`src/rtl/fcims_pkg.sv`:
```
`default_nettype none
// +----------------------------------------------------------------------------+
// | fcims_pkg : widths, item/state types shared by the FCIMS order controller  |
// | Revision  : 1.0                                                            |
// +----------------------------------------------------------------------------+
package fcims_pkg;
    localparam int N_ITEMS = 4;
    localparam int IDX_W   = $clog2(N_ITEMS);
    localparam int CNT_W   = 4;
    localparam int PRICE_W = 4;
    localparam int TOT_W   = CNT_W + PRICE_W;
    localparam int LOW_TH  = 2;

    typedef logic [IDX_W-1:0]   item_t;
    typedef logic [CNT_W-1:0]   cnt_t;
    typedef logic [PRICE_W-1:0] price_t;
    typedef logic [TOT_W-1:0]   tot_t;

    typedef enum logic [1:0] {
        IDLE   = 2'd0,
        DRIVE  = 2'd1,
        SAMPLE = 2'd2,
        RESP   = 2'd3
    } state_t;
endpackage
`default_nettype wire

```
`src/rtl/fcims_order_ctrl_if.sv`:
```
`default_nettype none
// +----------------------------------------------------------------------------+
// | fcims_order_ctrl_if : config, order request and response handshake bundle  |
// | Revision            : 1.0                                                  |
// +----------------------------------------------------------------------------+
interface fcims_order_ctrl_if;
    import fcims_pkg::*;

    logic   cfg_we;
    item_t  cfg_item;
    price_t cfg_price;
    cnt_t   cfg_count;

    logic   req_valid;
    logic   req_ready;
    item_t  req_item;
    cnt_t   req_qty;
    logic   req_sell;

    logic   rsp_valid;
    logic   rsp_ready;
    logic   rsp_ok;
    tot_t   rsp_fprice;
    cnt_t   rsp_new_ct;

    modport master (
        output cfg_we, cfg_item, cfg_price, cfg_count,
        output req_valid, req_item, req_qty, req_sell, rsp_ready,
        input  req_ready, rsp_valid, rsp_ok, rsp_fprice, rsp_new_ct
    );

    modport slave (
        input  cfg_we, cfg_item, cfg_price, cfg_count,
        input  req_valid, req_item, req_qty, req_sell, rsp_ready,
        output req_ready, rsp_valid, rsp_ok, rsp_fprice, rsp_new_ct
    );
endinterface
`default_nettype wire

```
`src/rtl/fcims_item_table.sv`:
```
`default_nettype none
// +----------------------------------------------------------------------------+
// | fcims_item_table : per-item stock/price registers, 1 write, 1 async read   |
// | Revision         : 1.0                                                     |
// +----------------------------------------------------------------------------+
module fcims_item_table
    import fcims_pkg::*;
(
    input  logic   clk,
    input  logic   reset_n,
    input  logic   wr_stock_en,
    input  logic   wr_price_en,
    input  item_t  wr_item,
    input  cnt_t   wr_stock,
    input  price_t wr_price,
    input  item_t  rd_item,
    output cnt_t   rd_stock,
    output price_t rd_price
);
    cnt_t   stock [N_ITEMS];
    price_t price [N_ITEMS];

    for (genvar i = 0; i < N_ITEMS; i++) begin : g_entry
        cnt_t   stock_q;
        price_t price_q;

        always_ff @(posedge clk) begin
            if (!reset_n) begin
                stock_q <= '0;
                price_q <= '0;
            end else if (wr_item == item_t'(i)) begin
                if (wr_stock_en) stock_q <= wr_stock;
                if (wr_price_en) price_q <= wr_price;
            end
        end

        assign stock[i] = stock_q;
        assign price[i] = price_q;
    end

    assign rd_stock = stock[rd_item];
    assign rd_price = price[rd_item];
endmodule
`default_nettype wire

```
`src/rtl/fcims_order_ctrl.sv`:
```
`default_nettype none
// +----------------------------------------------------------------------------+
// | fcims_order_ctrl : order FSM driving the external FCIMS core, till total   |
// | Option macro     : FCIMS_LOWSTOCK_ALERT_EN (adds registered low_stock)     |
// | Revision         : 1.0                                                     |
// +----------------------------------------------------------------------------+
module fcims_order_ctrl
    import fcims_pkg::*;
(
    input  logic               clk,
    input  logic               reset_n,
    fcims_order_ctrl_if.slave  bus,
    output tot_t               total,
    output logic               core_reset,
    output logic               core_ctrl,
    output price_t             core_uprice,
    output cnt_t               core_ncel,
    output cnt_t               core_ct,
    output tot_t               core_tprice_init,
    input  tot_t               core_fprice,
    input  cnt_t               core_new_ct,
    input  tot_t               core_tprice_fin
`ifdef FCIMS_LOWSTOCK_ALERT_EN
    ,
    output logic               low_stock
`endif
);
    state_t state;
    state_t state_nxt;
    item_t  item_lat;
    cnt_t   qty_lat;
    logic   sell_lat;
    cnt_t   rd_stock;
    price_t rd_price;
    logic   accept;
    logic   cfg_wr;
    logic   reject;
    logic   commit;

    assign accept = bus.req_valid && bus.req_ready;
    assign cfg_wr = (state == IDLE) && bus.cfg_we;
    assign reject = sell_lat && (qty_lat > rd_stock);
    assign commit = (state == SAMPLE) && !reject;

    always_ff @(posedge clk) begin
        if (!reset_n) state <= IDLE;
        else          state <= state_nxt;
    end

    always_comb begin
        state_nxt = state;
        case (state)
            IDLE:    if (!bus.cfg_we && bus.req_valid) state_nxt = DRIVE;
            DRIVE:   state_nxt = SAMPLE;
            SAMPLE:  state_nxt = RESP;
            RESP:    if (bus.rsp_ready) state_nxt = IDLE;
            default: state_nxt = IDLE;
        endcase
    end

    always_comb begin
        bus.req_ready = (state == IDLE) && !bus.cfg_we;
        bus.rsp_valid = (state == RESP);
        core_reset    = (state == IDLE) || (state == RESP);
    end

    // Config and commit share the single table write port; they never coincide.
    fcims_item_table u_table (
        .clk         (clk),
        .reset_n     (reset_n),
        .wr_stock_en (cfg_wr || commit),
        .wr_price_en (cfg_wr),
        .wr_item     (cfg_wr ? bus.cfg_item : item_lat),
        .wr_stock    (cfg_wr ? bus.cfg_count : core_new_ct),
        .wr_price    (bus.cfg_price),
        .rd_item     (item_lat),
        .rd_stock    (rd_stock),
        .rd_price    (rd_price)
    );

    assign core_ctrl        = sell_lat;
    assign core_uprice      = rd_price;
    assign core_ncel        = qty_lat;
    assign core_ct          = rd_stock;
    assign core_tprice_init = total;

    always_ff @(posedge clk) begin
        if (!reset_n) begin
            item_lat       <= '0;
            qty_lat        <= '0;
            sell_lat       <= 1'b0;
            total          <= '0;
            bus.rsp_ok     <= 1'b0;
            bus.rsp_fprice <= '0;
            bus.rsp_new_ct <= '0;
        end else begin
            if (accept) begin
                item_lat <= bus.req_item;
                qty_lat  <= bus.req_qty;
                sell_lat <= bus.req_sell;
            end
            if (state == SAMPLE) begin
                bus.rsp_ok     <= !reject;
                bus.rsp_fprice <= reject ? '0 : core_fprice;
                bus.rsp_new_ct <= reject ? rd_stock : core_new_ct;
                if (!reject) total <= core_tprice_fin;
            end
        end
    end

`ifdef FCIMS_LOWSTOCK_ALERT_EN
    item_t low_item;

    always_ff @(posedge clk) begin
        if (!reset_n) begin
            low_stock <= 1'b0;
            low_item  <= '0;
        end else if (commit) begin
            low_stock <= (core_new_ct < cnt_t'(LOW_TH));
            low_item  <= item_lat;
        end else if (cfg_wr && (bus.cfg_item == low_item) && (bus.cfg_count >= cnt_t'(LOW_TH))) begin
            low_stock <= 1'b0;
        end
    end
`endif
endmodule
`default_nettype wire

```
`src/flat_wrapper.sv`:
```
// flat-port wrapper written by rule: the top's interface ports become plain ports
module fcims_order_ctrl_flat import fcims_pkg::*;
  (clk, reset_n, total, core_reset, core_ctrl, core_uprice, core_ncel, core_ct, core_tprice_init, core_fprice, core_new_ct, core_tprice_fin, bus_cfg_we, bus_cfg_item, bus_cfg_price, bus_cfg_count, bus_req_valid, bus_req_item, bus_req_qty, bus_req_sell, bus_rsp_ready, bus_req_ready, bus_rsp_valid, bus_rsp_ok, bus_rsp_fprice, bus_rsp_new_ct);
  fcims_order_ctrl_if bus_i ();
  input  logic clk;
  input  logic reset_n;
  output tot_t total;
  output logic core_reset;
  output logic core_ctrl;
  output price_t core_uprice;
  output cnt_t core_ncel;
  output cnt_t core_ct;
  output tot_t core_tprice_init;
  input  tot_t core_fprice;
  input  cnt_t core_new_ct;
  input  tot_t core_tprice_fin;
  input wire logic [$bits(bus_i.cfg_we)-1:0] bus_cfg_we;
  input wire logic [$bits(bus_i.cfg_item)-1:0] bus_cfg_item;
  input wire logic [$bits(bus_i.cfg_price)-1:0] bus_cfg_price;
  input wire logic [$bits(bus_i.cfg_count)-1:0] bus_cfg_count;
  input wire logic [$bits(bus_i.req_valid)-1:0] bus_req_valid;
  input wire logic [$bits(bus_i.req_item)-1:0] bus_req_item;
  input wire logic [$bits(bus_i.req_qty)-1:0] bus_req_qty;
  input wire logic [$bits(bus_i.req_sell)-1:0] bus_req_sell;
  input wire logic [$bits(bus_i.rsp_ready)-1:0] bus_rsp_ready;
  output wire logic [$bits(bus_i.req_ready)-1:0] bus_req_ready;
  output wire logic [$bits(bus_i.rsp_valid)-1:0] bus_rsp_valid;
  output wire logic [$bits(bus_i.rsp_ok)-1:0] bus_rsp_ok;
  output wire logic [$bits(bus_i.rsp_fprice)-1:0] bus_rsp_fprice;
  output wire logic [$bits(bus_i.rsp_new_ct)-1:0] bus_rsp_new_ct;
  assign bus_i.cfg_we = bus_cfg_we;
  assign bus_i.cfg_item = bus_cfg_item;
  assign bus_i.cfg_price = bus_cfg_price;
  assign bus_i.cfg_count = bus_cfg_count;
  assign bus_i.req_valid = bus_req_valid;
  assign bus_i.req_item = bus_req_item;
  assign bus_i.req_qty = bus_req_qty;
  assign bus_i.req_sell = bus_req_sell;
  assign bus_i.rsp_ready = bus_rsp_ready;
  assign bus_req_ready = bus_i.req_ready;
  assign bus_rsp_valid = bus_i.rsp_valid;
  assign bus_rsp_ok = bus_i.rsp_ok;
  assign bus_rsp_fprice = bus_i.rsp_fprice;
  assign bus_rsp_new_ct = bus_i.rsp_new_ct;
  fcims_order_ctrl u_core (.clk(clk), .reset_n(reset_n), .bus(bus_i), .total(total), .core_reset(core_reset), .core_ctrl(core_ctrl), .core_uprice(core_uprice), .core_ncel(core_ncel), .core_ct(core_ct), .core_tprice_init(core_tprice_init), .core_fprice(core_fprice), .core_new_ct(core_new_ct), .core_tprice_fin(core_tprice_fin));
endmodule
```
`config.mk`:
```
export PLATFORM = sky130hd
export DESIGN_NAME = fcims_order_ctrl_flat
export DESIGN_NICKNAME = d
export VERILOG_FILES = /design/src/rtl/fcims_pkg.sv /design/src/rtl/fcims_order_ctrl_if.sv /design/src/rtl/fcims_item_table.sv /design/src/rtl/fcims_order_ctrl.sv /design/src/flat_wrapper.sv
export SDC_FILE = /design/constraint.sdc
export NUM_CORES = 1
export LEC_CHECK = 0
export ABC_AREA = 1
export BUFFER_PORTS_ARGS = -buffer_cell sky130_fd_sc_hd__buf_2
export CAP_MARGIN = 20
export CORE_AREA = 2 2 96 75
export CTS_CLUSTER_DIAMETER = 30
export DETAILED_ROUTE_END_ITERATION = 10
export DIE_AREA = 0 0 98 77
export GPL_ROUTABILITY_DRIVEN = 0
export PLACE_DENSITY = 0.73
export SYNTH_ARGS = -nofsm -noshare
export SYNTH_HDL_FRONTEND = slang
export SYNTH_SLANG_ARGS = --single-unit
```
`constraint.sdc`:
```
create_clock -name clk -period 2.1 [get_ports clk]
set_input_delay 0.63 -clock clk [delete_from_list [all_inputs] [get_ports clk]]
set_output_delay 0.63 -clock clk [all_outputs]
set_load 0.1 [all_outputs]
```
==> results.yml, run 1 <==
die:
  coreArea_mm2: 0.00660
  dieArea_mm2: 0.00755
  std_cell_rows: 26
  die_height_um: 77
  dieWidth_um: 98
  start_util_pct: 44.4
  num_io_pins: 87
drt:
  wire_per_inst_um: 14.0
  drc: 0
  drt-initial-drc-count: 162
  drt-total-wl_um: 8400
  first_pass_iters: 7
  vias_per_cell: 5.27
  num_vias: 3169
  antenna_left: 0
worst_setup_path:
  reg2regPathDepth: 15
  cp_data_required_time_ps: 1470
  arrival_ps: 1580
  critPathKind: "flop to output port"
  start_kind: "flop"
  cp_max_fo: 7
  end_kind: "output port"
grt:
  grt_max_degree: 26
  grt_pass1_vias: 2919
  grt_util_met3_pct: 7.75
  met1_usage_pct: 26.3
  grt.busiest_layer: "met2"
  grt_use_met2_pct: 37.3
  grt_first_pass_wirelength_um: 13500
  overflow: 0
  antenna_found_initial: 0
  gr-usage-all-layers_pct: 22.1
yosys:
  synth_top_family_by_area: "simple AND/OR/NAND/NOR gates"
  synth_edf_count: 0
  synth_simple_gate_area_share_pct: 26.1
  yosysTopAreaCell: "dfxtp_1"
  syn_nets: 460
  netlist.area_leader.share_pct: 42.4
  synth_compound_area_share_pct: 17.6
  synth_area_leaders: "dfxtp_1 42%, a21oi_1 10%, nand2_1 8.6%"
  muxShareOfSynthArea_pct: 1.37
  avgSynthCellArea_um2: 7.15
  synth.most_common_cell: "nand2_1"
  netlist_area_mm2: 0.00293
  synthFlopType: "dfxtp_1"
  synth_cell_types: 25
  async_flop_share_pct: 0
  ys_seq_area_share_pct: 42.4
  synthAdderAreaFrac_pct: 3.42
  synth-seq-cells: 62
  syn_inst: 410
  synthTopCellsByCount: "67 x nand2_1, 62 x dfxtp_1, 61 x a21oi_1, 55 x nor2_1, 47 x nand3_1"
  synth_xor_area_share_pct: 0
  yosysWarnings: 0
cells_and_area:
  area_delta_synth_final_pct: 44.5
  multi_input_area_mm2: 0.00165
  seq_area_mm2: 0.00124
  fill_cells: 568
  n_antenna_cell: 0
  nNetsFinal: 562
  drive_gt1_share_pct: 36.4
  postLayoutCoreUtil_pct: 64.1
  postLayoutCellArea_mm2: 0.00423
timing:
  setup_viol: 10
  setup_slack_ps: -106
  slew-limit-headroom_pct: 67.7
  slew_violations: 0
  hold_viol: 0
  min_period_over_period_pct: 105
  whs_ps: 463
  period_needed_ps: 2210
  rsz0062_at_grt: "true"
  worst_pin_slew_ps: 471
  fmax_mhz: 453
  finalClockSkew_ps: 7.61
clocking:
  numCtsBuffers: 9
  cts_tree: "built"
  worstSkewPairLatency_ps: 340
  htree_levels: 3
  root_buffer: "clkbuf_8"
  clkTransAtPathRegs_ps: 60
  clk_path_buf_depth: 2
  cts_sinks: 62
status:
  violations: "negative setup slack"
  outcome: "finished with violations"
placement:
  port_buffers: 86
  pre_cts_slack_ps: -137
  post-dp-hpwl_um: 5960
  placed_cell_area_mm2: 0.00382
power_and_ir_drop:
  ir_worst_vdd_mv: 1.27
  powerDensity_mw_per_mm2: 1800
  power_leakage_nw: 1.88
job:
  maxCapViolations: 0
min_path:
  hold_depth: 2
  holdCritPathClass: "flop to flop"
## placed cells by master, fill, tap and decap left out, drive strengths merged
cell type	count
bufinv	3
nand3	47
ha	8
nor2	60
nand2	72
a211oi	1
nor3	1
buf	118
o211ai	1
clkbuf	13
inv	29
o22ai	4
mux2i	4
dfxtp	62
a21oi	63
o21ai	29
and2	1
clkinvlp	1
## worst paths after layout
path	endpoint	slack, ps	startpoint
worst max-delay path	core_ct[0]	-110	u_core.item_lat[0]
worst min register to register	u_core.bus.rsp_fprice[2]	460	u_core.bus.rsp_fprice[2]
worst min-delay path	u_core.bus.rsp_fprice[2]	460	u_core.bus.rsp_fprice[2]
worst max register to register	u_core.u_table.g_entry[1].stock_q[0]	-30	u_core.item_lat[0]
## metal layers
metal  vias up  share of wire [%]
li1       1555                  -
met1      1453                 41
met2       145                 50
met3        16                7.9
met4         0                1.5
met5         -                  0
## registers in the layout (all words and copies together) (netlist names)
signal,cells
u_core.u_table.g_entry.stock_q,16
u_core.core_ctrl,1
u_core.state,2
u_core.bus.rsp_fprice,8
u_core.bus.rsp_new_ct,4
u_core.item_lat,2
u_core.core_ncel,4
u_core.u_table.g_entry.price_q,16
u_core.core_tprice_init,8
u_core.bus.rsp_ok,1
## critical path, stage by stage, from the launching register on
cell and delay [ps]:
dfxtp_2 340, buf_6 140, nor2_2 70, nor2_1 40, o21ai_1 70, and2_4 180, clkinvlp_4 110, buf_6 130
buf_12 150
## cell families after synthesis
| family | count (synthesis) |
|---|---|
| buffers and inverters | 59 |
| adders and majority gates | 8 |
| DFF | 62 |
| AOI/OAI and AO/OA | 98 |
| muxes | 4 |
| and+or+nand+nor | 179 |
## where the power goes
part | internal [mW] | total [mW] | switching (mW)
Combinational | 1.38 | 4.68 | 3.30
Clock | 0.855 | 1.31 | 0.456
Sequential | 1.45 | 1.63 | 0.178
## stage by stage
stage,power (mW),setup TNS [ps],instances
2_1_floorplan,4.93,-17460,410
3_3_place_gp,5.96,-489,580
3_5_place_dp,6.03,-2160,580
4_1_cts,7.49,-160,598
5_1_grt,7.98,-5480,601
6_report,7.62,-274,601
## area by class of cell
| class | instances | area share [%] |
|---|---|---|
| Inverter | 30 | 2.81 |
| Clock buffer | 13 | 3.75 |
| Sequential cell | 62 | 29.4 |
| Multi-Input combinational cell | 291 | 39.0 |
| Clock inverter | 3 | 2.13 |
| Timing Repair Buffer | 118 | 20.4 |
| Tap cell | 84 | 2.48 |
## what timing repair did
| item | 4_1_cts | 5_1_grt |
|---|---|---|
| endpoints found under the setup margin | 42 | 46 |
| gates cloned | 1 | 1 |
| hold buffers | 0 | 0 |
| pin swaps | 6 | 2 |
| endpoints found under the hold margin | 0 | 0 |
| buffers inserted | 1 | 2 |
| gates resized for setup | 26 | 18 |
Note: power is estimated with default switching activity, not from simulation.
==> inputs of run 2 (changes only) <==
CELL_PAD_IN_SITES_DETAIL_PLACEMENT = 1   (was unset)
CELL_PAD_IN_SITES_GLOBAL_PLACEMENT = 1   (was unset)
CORE_AREA = 2 2 114 88   (was 2 2 96 75)
DIE_AREA = 0 0 116 90   (was 0 0 98 77)
PLACE_DENSITY = unset   (was 0.73)
PLACE_DENSITY_LB_ADDON = 0.1   (was unset)
==> results.yml, run 2 (synthesis results as in run 1) <==
status:
  outcome: "finished with violations"
  violations: "negative setup slack"
grt:
  grt_pass1_vias: 3192
  grt_first_pass_wirelength_um: 16000
  grt_max_degree: 26
  antenna_found_initial: 0
  gr-usage-all-layers_pct: 19.6
  overflow: 0
timing:
  setup_slack_ps: -119
  setup_viol: 35
  period_needed_ps: 2220
  min_period_over_period_pct: 106
  slew-limit-headroom_pct: 62.4
  worst_pin_slew_ps: 564
  slew_violations: 0
  finalClockSkew_ps: 6.45
  tns_ps: -1370
  fmax_mhz: 451
  rsz0062_at_grt: "true"
  hold_viol: 0
min_path:
  min_to: "u_core.bus.rsp_fprice[2]"
  hp-start: "u_core.bus.rsp_fprice[2]"
  hold_depth: 2
  holdCritPathClass: "flop to flop"
drt:
  antenna_left: 0
  wire_per_inst_um: 15.8
  drt-total-wl_um: 10300
  drt-initial-drc-count: 107
  drc: 0
  vias_per_cell: 4.88
  num_vias: 3173
  first_pass_iters: 4
worst_setup_path:
  cp_data_required_time_ps: 1470
  start_kind: "flop"
  end_kind: "output port"
  r2r_end: "u_core.u_table.g_entry[2].stock_q[0]"
  cp_max_fo: 6
  critPathTopFamily: "buffers and inverters"
  r2r-start: "u_core.item_lat[0]"
  arrival_ps: 1590
  reg2regPathDepth: 16
  cp_cell_sequence: "buf_8 > nor2_4 > nor2_1 > o21ai_1 > and2_4 > clkinvlp_4 > buf_6 > buf_12"
  cp_slowest_stage_delay_ps: 360
  critPathKind: "flop to output port"
  crit_slowest_cell: "dfxtp_4"
  regToRegSetupSlack_ps: -60
  worst-path-buf-inv: 4
power_and_ir_drop:
  ir_worst_vdd_mv: 1.19
  power_mw: 8.33
  powerDensity_mw_per_mm2: 1780
  power_leakage_nw: 1.97
cells_and_area:
  top_regs: "u_core.u_table.g_entry.price_q: 16 flops, u_core.u_table.g_entry.stock_q: 16 flops"
  nNetsFinal: 564
  multi_input_area_mm2: 0.00190
  final_cell_mix: "76 x buf_2, 60 x dfxtp_1, 56 x nand2_1"
  fill_cells: 1140
  postLayoutCoreUtil_pct: 49.9
  drive_gt1_share_pct: 44.0
  area_delta_synth_final_pct: 59.8
  n_antenna_cell: 0
  seq_area_mm2: 0.00125
  final_common_cell: "buf_2"
clocking:
  clkTransAtPathRegs_ps: 50
  root_buffer: "clkbuf_16"
  hold_buffers: 0
  cts_sinks: 62
  numCtsBuffers: 9
  clk_path_buf_depth: 2
  cts_tree: "built"
  htree_levels: 3
  worstSkewPairLatency_ps: 330
die:
  dieArea_mm2: 0.0104
  std_cell_rows: 31
  die_height_um: 90
  coreArea_mm2: 0.00939
  start_util_pct: 31.2
  num_io_pins: 87
  dieWidth_um: 116
placement:
  pre_cts_slack_ps: -191
  post-dp-hpwl_um: 6880
  port_buffers: 86
job:
  maxCapViolations: 0
==> run 2: cell count changes in the layout (fill, tap and decap cells not counted), sizes merged <==
cell	previous run	this run
clkinv	0	2
clkbuf	13	12
bufinv	3	2
nand2	72	73
==> run 2: where the power goes <==
| part | total, mW | switching [mW] | internal, mW |
|---|---|---|---|
| clock | 1.62 | 0.531 | 1.09 |
| combinational | 5.08 | 3.57 | 1.51 |
| sequential | 1.63 | 0.178 | 1.45 |
| total | 8.33 | 4.28 | 4.05 |
==> run 2: worst max path at each step <==
stage | start | to | slack (ps) | cells after the start
floorplan | u_core.item_lat[0] | u_core.u_table.g_entry[0].stock_q[3] | -510 | 18
global placement | u_core.item_lat[0] | u_core.u_table.g_entry[2].stock_q[0] | -120 | 16
detailed placement | u_core.item_lat[0] | u_core.u_table.g_entry[3].stock_q[1] | -190 | 17
CTS | u_core.item_lat[0] | core_ct[0] | -150 | 8
global route | u_core.item_lat[0] | u_core.u_table.g_entry[1].stock_q[3] | -220 | 16
finish | u_core.item_lat[0] | core_ct[0] | -120 | 8
==> run 2: what timing repair did <==
action                                  in CTS  in global routing
endpoints found under the setup margin      42                 46
pin swaps                                    5                 22
resized for setup                           31                 74
setup buffers                                1                  4
cloned                                       3                  1
==> run 2: per-layer routing <==
layer,wire [um],global-route usage (%)
met1,4870,25.4
met2,4920,32.2
met3,398,5.33
met4,88,4.96
met5,0,0
==> run 2: final cells by class <==
type,count,share of cell area [%]
repair buffers,119,19.7
flip-flops and latches,62,26.6
clock inverters,4,1.50
well taps,132,3.53
clock buffers,11,5.40
inverters,30,2.59
multi-input cells,292,40.7
==> run 2: stage by stage <==
step | instances | hold WS (ps) | instance area, um2
after CTS | 645 | 461 | 4320
after global routing | 650 | 489 | 4680
after detailed placement | 626 | 454 | 3860
after global placement | 626 | 445 | 3860
after floorplan | 410 | 437 | 3070
final | 650 | 462 | 4680
==> run 2: worst reg2reg max path: stages, from the launching register on <==
cell	delay (ps)
dfxtp_4	360
buf_8	130
nor2_4	70
nor2_1	50
o21ai_1	70
and2_4	180
clkinvlp_4	120
ha_4	280
nand2_2	50
nor2_2	100
nor2_2	60
nand2_4	120
nand2_8	130
nand2_8	150
nand3_1	80
nand2_1	90
nor2_1	40
==> inputs of run 3 (changes only) <==
BUFFER_PORTS_ARGS = -buffer_cell sky130_fd_sc_hd__buf_4   (was -buffer_cell sky130_fd_sc_hd__buf_2)
==> results.yml, run 3 (synthesis results as in run 1) <==
status:
  outcome: "finished with violations"
  violations: "negative setup slack"
clocking:
  clk_path_buf_depth: 2
  clkTransAtPathRegs_ps: 60
  numCtsBuffers: 9
  cts_sinks: 62
  hold_buffers: 0
  worstSkewPairLatency_ps: 330
  htree_levels: 3
  root_buffer: "clkbuf_16"
  cts_tree: "built"
worst_setup_path:
  cp_cell_sequence: "inv_8 > buf_8 > nor2_1 > nor2_1 > o21ai_1 > nand2_2 > inv_2 > ha_1 > nand2_2 > nor2_2 > nor2_2 > nand2_4 > nand2_8 > nand2_8 > a21oi_1 > nor2_1"
  worst-path-buf-inv: 3
  arrival_ps: 2590
  cp_max_fo: 8
  cp_data_required_time_ps: 2320
  r2r-start: "u_core.item_lat[0]"
  crit_path_frequent_cell: "nor2_1"
  critPathTopFamily: "simple AND/OR/NAND/NOR gates"
  crit_slowest_cell: "dfxtp_4"
  start_kind: "flop"
  end_kind: "flop"
  critPathKind: "flop to flop"
  startpoint: "u_core.item_lat[0]"
  cp_slowest_stage_delay_ps: 360
cells_and_area:
  final_cell_mix: "101 x buf_4, 60 x dfxtp_1, 58 x nand2_1"
  n_antenna_cell: 0
  area_delta_synth_final_pct: 69.2
  postLayoutCellArea_mm2: 0.00496
  fill_cells: 1113
  nNetsFinal: 569
  final_common_cell: "buf_4"
  fin_cells: 656
  top_regs: "u_core.u_table.g_entry.price_q: 16 flops, u_core.u_table.g_entry.stock_q: 16 flops"
  drive_gt1_share_pct: 46.0
die:
  die_height_um: 90
  std_cell_rows: 31
  num_io_pins: 87
  dieWidth_um: 116
  dieArea_mm2: 0.0104
  start_util_pct: 31.2
  coreArea_mm2: 0.00939
drt:
  vias_per_cell: 4.95
  num_vias: 3246
  antenna_left: 0
  wire_per_inst_um: 17.2
  drt-total-wl_um: 11300
  drc: 0
  first_pass_iters: 4
  drt-initial-drc-count: 133
grt:
  grt_first_pass_wirelength_um: 17300
  gr-usage-all-layers_pct: 21.3
  antenna_found_initial: 0
  grt_pass1_vias: 3424
  overflow: 0
  grt_max_degree: 33
timing:
  period_needed_ps: 2370
  tns_ps: -7150
  finalClockSkew_ps: 5.40
  setup_viol: 43
  slew-limit-headroom_pct: 55.5
  min_period_over_period_pct: 113
  setup_slack_ps: -270
  fmax_mhz: 422
  whs_ps: 464
  slew_violations: 0
  rsz0062_at_grt: "true"
  worst_pin_slew_ps: 667
  hold_viol: 0
power_and_ir_drop:
  powerDensity_mw_per_mm2: 1730
  power_leakage_nw: 2.05
  ir_worst_vdd_mv: 1.05
placement:
  port_buffers: 86
  post-dp-hpwl_um: 7130
  placed_cells: 628
  placed_cell_area_mm2: 0.00395
min_path:
  hp-start: "u_core.bus.rsp_fprice[0]"
  holdCritPathClass: "flop to flop"
job:
  maxCapViolations: 0
## run 3: cell types whose count changed in the layout (fill, tap and decap cells not counted), sizes merged
cell / change
bufinv: -1
buf: +5
clkinv: +1
clkbuf: +1
## run 3: timing repair
| action | in CTS | in global routing |
|---|---|---|
| buffers inserted | 1 | 6 |
| cloned | 5 | 1 |
| setup endpoints to repair | 46 | 47 |
| pin swaps | 10 | 12 |
| gates resized for setup | 85 | 67 |
## run 3: final timing paths
path	endpoint	slack (ps)	depth (start not counted)
max	u_core.u_table.g_entry[3].stock_q[3]	-270	16
min	u_core.bus.rsp_fprice[0]	460	2
max reg2reg	u_core.u_table.g_entry[3].stock_q[3]	-270	16
min reg2reg	u_core.bus.rsp_fprice[0]	460	2
## run 3: power by group
| part | internal [mW] | total [mW] | switching [mW] |
|---|---|---|---|
| clock network | 0.977 | 1.52 | 0.542 |
| logic | 1.67 | 5.37 | 3.70 |
| registers | 1.45 | 1.66 | 0.208 |
## run 3: final cells by class
type	count	area, um2	area share (%)
multi-input combinational	292	1960	39.5
sequential	62	1250	25.1
clock inverter	4	45.0	0.909
tap	132	165	3.33
inverter	30	124	2.50
timing repair buffer	124	1160	23.5
clock buffer	12	256	5.17
## run 3: through the flow
stage | util [%] | worst slack (ps) | total power [mW]
global route | 52.8 | -348 | 8.94
detailed placement | 42.0 | -186 | 5.94
CTS | 49.3 | -117 | 8.08
floorplan | - | -514 | 4.93
global placement | 42.0 | -103 | 5.88
finish | 52.8 | -270 | 8.55
## run 3: per-layer routing
metal  track usage [%]  wire length (um)
met1              27.3              4960
met2              35.7              5720
met3              5.06               453
met4              5.56               157
met5                 0                 0
## run 3: worst min-delay path, stage by stage (launching register included)
cell     delay [ps]
dfxtp_1         300
nand2_1          60
a21oi_1          50
